[src/rtl/regfile_pkg.sv]
// Shared constants, helpers and types for the multi-port register file.
package regfile_pkg;

  localparam int unsigned RF_DATA_W_DEF = 32;
  localparam int unsigned RF_DEPTH_DEF  = 32;
  localparam int          RF_ZERO_ADDR  = 0;

  typedef logic [RF_DATA_W_DEF-1:0] rf_word_t;

  // A depth of 1 still needs one address bit.
  function automatic int unsigned rf_addr_w(input int unsigned depth);
    int unsigned w;
    w = $clog2(depth);
    return (w < 1) ? 1 : w;
  endfunction

endpackage

[src/rtl/regfile_rd_port.sv]
// One registered read port: range/zero-register check, optional write-first bypass
// (REGFILE_MP_BYPASS_EN) and the rdata flop.
module regfile_rd_port
  import regfile_pkg::*;
#(
  parameter int unsigned DATA_W   = RF_DATA_W_DEF,
  parameter int unsigned DEPTH    = RF_DEPTH_DEF,
  parameter int unsigned ZERO_REG = 1,
`ifdef REGFILE_MP_BYPASS_EN
  parameter int unsigned NUM_WR   = 1,
`endif
  parameter int unsigned AW       = rf_addr_w(DEPTH)
) (
  input  logic              clk,
  input  logic              reset,
  input  logic [AW-1:0]     ra,
  input  logic [DATA_W-1:0] mem [DEPTH],
`ifdef REGFILE_MP_BYPASS_EN
  input  logic [NUM_WR-1:0]        we,
  input  logic [NUM_WR*AW-1:0]     wa,
  input  logic [NUM_WR*DATA_W-1:0] wd,
`endif
  output logic [DATA_W-1:0] rdata
);

  logic [DATA_W-1:0] rdata_d;
  logic [DATA_W-1:0] rdata_q;

  // Only addresses that match a real, non-hardwired register produce data; anything
  // else (out of range, zero register) stays 0 and is never bypassed.
  always_comb begin
    rdata_d = '0;
    for (int i = 0; i < int'(DEPTH); i++) begin
      if (ra == AW'(i) && !(ZERO_REG != 0 && i == RF_ZERO_ADDR)) begin
        rdata_d = mem[i];
`ifdef REGFILE_MP_BYPASS_EN
        for (int q = 0; q < int'(NUM_WR); q++) begin
          if (we[q] && wa[q*AW +: AW] == ra) begin
            rdata_d = wd[q*DATA_W +: DATA_W];
          end
        end
`endif
      end
    end
  end

  always_ff @(posedge clk) begin
    if (reset) begin
      rdata_q <= '0;
    end else begin
      rdata_q <= rdata_d;
    end
  end

  assign rdata = rdata_q;

endmodule

[src/rtl/regfile_mp.sv]
// Parametrised multi-port register file with registered reads and synchronous clear.
// Define REGFILE_MP_BYPASS_EN for write-first read-during-write; default is read-first.
module regfile_mp
  import regfile_pkg::*;
#(
  parameter int unsigned DATA_W   = RF_DATA_W_DEF,
  parameter int unsigned DEPTH    = RF_DEPTH_DEF,
  parameter int unsigned NUM_RD   = 2,
  parameter int unsigned NUM_WR   = 1,
  parameter int unsigned ZERO_REG = 1,
  localparam int unsigned AW      = rf_addr_w(DEPTH)
) (
  input  logic                     clk,
  input  logic                     reset,
  input  logic [NUM_RD*AW-1:0]     ra,
  output logic [NUM_RD*DATA_W-1:0] rdata,
  input  logic [NUM_WR-1:0]        we,
  input  logic [NUM_WR*AW-1:0]     wa,
  input  logic [NUM_WR*DATA_W-1:0] wd
);

  logic [DATA_W-1:0] mem_q [DEPTH];
  logic [DATA_W-1:0] mem_d [DEPTH];

  // Ascending port order: the highest-index writer to an address is assigned last and wins.
  always_comb begin
    mem_d = mem_q;
    for (int i = 0; i < int'(DEPTH); i++) begin
      for (int q = 0; q < int'(NUM_WR); q++) begin
        if (we[q] && wa[q*AW +: AW] == AW'(i) && !(ZERO_REG != 0 && i == RF_ZERO_ADDR)) begin
          mem_d[i] = wd[q*DATA_W +: DATA_W];
        end
      end
    end
  end

  always_ff @(posedge clk) begin
    if (reset) begin
      for (int i = 0; i < int'(DEPTH); i++) begin
        mem_q[i] <= '0;
      end
    end else begin
      mem_q <= mem_d;
    end
  end

  for (genvar p = 0; p < NUM_RD; p++) begin : g_rd
    regfile_rd_port #(
      .DATA_W   (DATA_W),
      .DEPTH    (DEPTH),
      .ZERO_REG (ZERO_REG),
`ifdef REGFILE_MP_BYPASS_EN
      .NUM_WR   (NUM_WR),
`endif
      .AW       (AW)
    ) u_rd (
      .clk   (clk),
      .reset (reset),
      .ra    (ra[p*AW +: AW]),
      .mem   (mem_q),
`ifdef REGFILE_MP_BYPASS_EN
      .we    (we),
      .wa    (wa),
      .wd    (wd),
`endif
      .rdata (rdata[p*DATA_W +: DATA_W])
    );
  end

endmodule

[config.mk]
export PLATFORM = sky130hd
export DESIGN_NAME = regfile_mp
export DESIGN_NICKNAME = d
export VERILOG_FILES = /design/src/rtl/regfile_pkg.sv /design/src/rtl/regfile_rd_port.sv /design/src/rtl/regfile_mp.sv
export SDC_FILE = /design/constraint.sdc
export NUM_CORES = 2
export LEC_CHECK = 0
export CORE_UTILIZATION = 60
export CTS_BUF_LIST = sky130_fd_sc_hd__clkbuf_4
export DETAILED_ROUTE_END_ITERATION = 10
export PLACE_DENSITY = 0.77
export RECOVER_POWER = 100
export SYNTH_ARGS = -nofsm -noshare
export SYNTH_HDL_FRONTEND = slang
export SYNTH_HIERARCHICAL = 1
export SYNTH_SLANG_ARGS = --single-unit
[constraint.sdc]
create_clock -name clk -period 2.21 [get_ports clk]
set_clock_uncertainty 0.05 [all_clocks]
set_input_delay 0.3315 -clock clk [delete_from_list [all_inputs] [get_ports clk]]
set_output_delay 0.3315 -clock clk [all_outputs]
set_load 0.005 [all_outputs]
==> results.py <==
metrics = {
    "drt": {
        "ant_nets": 0,
        "vias_per_cell": 6.99,
        "first_pass_iters": 10,
        "drc": 0,
        "first_iter_violations": 9712,
        "avgRoutedWirePerCell_microns": 31.8,
        "drt_wl_total_microns": 281000,
        "num_vias": 61800,
    },
    "clock_tree": {
        "clk_pin_slew_worst_paths_ps": 60,
        "clk_latency_ps": 1270,
        "cts.sinks": 1056,
        "cts_buffer_depth": 4,
        "cts-htree-levels": 5,
        "cts_tree": "yes",
        "cts_root_buffer": "clkbuf_4",
        "numCtsBuffers": 306,
    },
    "timing": {
        "rsz0062_at_grt": "true",
        "period_needed_ps": 2350,
        "setup_slack_ps": -140,
        "setup_viol": 34,
        "slew_headroom": -0.238,
        "hold_viol_final": 0,
        "period_share": 1.06,
        "finalSetupTns_ps": -1590,
        "final_max_slew_viol_count": 116,
        "holdWs_ps": 85.9,
        "fmax_mhz": 426,
        "worst_slew_pin_slew_ps": 1860,
    },
    "setup_path": {
        "cp_max_fo": 13,
        "crit_path_start": "ra[2]",
        "arrival_ps": 3510,
        "r2r_cells": 9,
        "regToRegStartpoint": "mem_q[396]$_SDFFE_PP0P_",
        "endpoint_kind": "register",
        "critPathRequiredTime_ps": 3370,
        "rr_endpoint": "g_rd[1].u_rd/rdata[12]$_SDFF_PP0_",
        "cp-start-kind": "input port",
        "worstSetupPathType": "in -> reg",
        "ff2ff_setup_slack_ps": -70,
    },
    "global_routing": {
        "grt_max_degree": 182,
        "grt_pass1_vias": 60800,
        "grt_usage": 0.538,
        "grt_pass1_wl_microns": 403000,
        "antenna_found_initial": 20,
        "overflow": 0,
    },
    "cells_and_area": {
        "nets": 7412,
        "multi_input_area_sq_mm": 0.0354,
        "fillCellCount": 7542,
        "syn_to_final_growth_pct": 21.1,
        "regArea_sq_mm": 0.0213,
        "drive_gt1_frac": 0.239,
        "final_core_util": 0.735,
    },
    "placement": {
        "place_ws_ps": -1330,
        "hpwl_microns": 195000,
        "numPortBuffers": 113,
        "place_congestion": 1.11,
    },
    "yosys": {
        "ys.warnings.count": 6,
        "post_synth.cell_area_avg_sq_um": 9.09,
        "synth.net_count": 6633,
        "synth_area_sq_mm": 0.0598,
        "synthCells": 6583,
    },
    "floorplanning": {
        "coreArea_sq_mm": 0.0986,
        "die_w_microns": 318,
        "num_rows": 115,
        "start_util": 0.607,
        "io_pins": 114,
        "die-area_sq_mm": 0.101,
        "dieHeight_microns": 318,
    },
    "hold_path": {
        "min-delay-start": "ra[4]",
        "hp-class": "in -> reg",
        "whs_path_depth": 6,
        "hold_end": "g_rd[0].u_rd/rdata[7]$_SDFF_PP0_",
    },
    "run_status": {
        "violations": "max-capacitance violations, max-slew violations, negative setup slack",
        "status": "complete, but fails checks",
    },
    "power": {
        "p_total_uw": 45000,
        "p_leak_uw": 0.0338,
        "ir_drop_v": 0.000468,
        "power.density_mw_per_mm2": 621,
    },
    "job": {
        "maxCapViolCount": 1,
    },
}
registers in the layout, summed over array words and instances (netlist names):
signal	flops
mem_q	992
g_rd.u_rd/rdata	64
critical path, stage by stage:
cell           delay [ps]
dlygate4sd3_1         610
buf_6                 220
clkbuf_2              210
or3b_1                500
nor2_2                190
clkbuf_2              180
a21oi_1                80
a21oi_1               290
a211oi_1              100
buf_4                 180
o21bai_1              400
buf_4                 180
power breakdown:
| part | total (uW) | internal (uW) | switching [uW] |
|---|---|---|---|
| sequential | 19600 | 19300 | 359 |
| combinational | 7110 | 2820 | 4290 |
| clock | 18200 | 9500 | 8730 |
placed cells by master, fill, tap and decap left out, types with 46 or more instances in the layout:
master and n:
nand2b_1 1066, o21ai_0 371, buf_12 133, nor2b_1 52
nand3_1 172, mux2_2 100, a221oi_1 109, dfxtp_1 1007
buf_4 788, o22ai_1 152, a21oi_1 262, dlygate4sd3_1 46
mux2i_1 1138, a22oi_1 93, nand2_1 172, nor3_1 79
clkbuf_4 457, a2bb2oi_1 46, nor2_1 226
stage by stage:
stage          std cells  instance area, sq um
2_1_floorplan       6583                 59800
3_3_place_gp        8292                 69000
3_5_place_dp        8292                 69000
4_1_cts             8824                 73100
5_1_grt             8832                 72400
6_report            8838                 72500
layout make-up:
class | instances | share of cell area
clock inverters | 60 | 0.00535
inverters | 22 | 0.00114
diodes | 10 | 0.000345
multi-input cells | 4809 | 0.489
clock buffers | 427 | 0.0442
well taps | 1287 | 0.0222
flip-flops and latches | 1056 | 0.293
repair buffers | 1167 | 0.144
routing by layer:
layer  global-route usage  routed length, microns  vias up
met3                0.176                   36700     1657
li1                     -                       -    25600
met2                0.778                  115000     5044
met1                0.626                   98100    29500
met5                    0                     232        -
met4                0.506                   31300       27
what timing repair did:
action,in CTS,in global routing
endpoints found under the setup margin,69,26
hold buffers,45,0
resized for setup,346,28
pin swaps,0,3
endpoints found under the hold margin,1020,0
buffers inserted,0,4
how the worst max path moves through the flow:
stage | to | slack (ps) | cells after the start
2_1_floorplan | g_rd[0].u_rd/rdata[10]$_SDFF_PP0_ | 130 | 10
3_3_place_gp | g_rd[1].u_rd/rdata[29]$_SDFF_PP0_ | -1300 | 8
3_5_place_dp | g_rd[1].u_rd/rdata[29]$_SDFF_PP0_ | -1330 | 10
4_1_cts | rdata[45] | -10 | 1
5_1_grt | g_rd[0].u_rd/rdata[30]$_SDFF_PP0_ | -40 | 11
6_report | g_rd[0].u_rd/rdata[12]$_SDFF_PP0_ | -140 | 12
No activity file was read; power rests on OpenSTA's default activity.
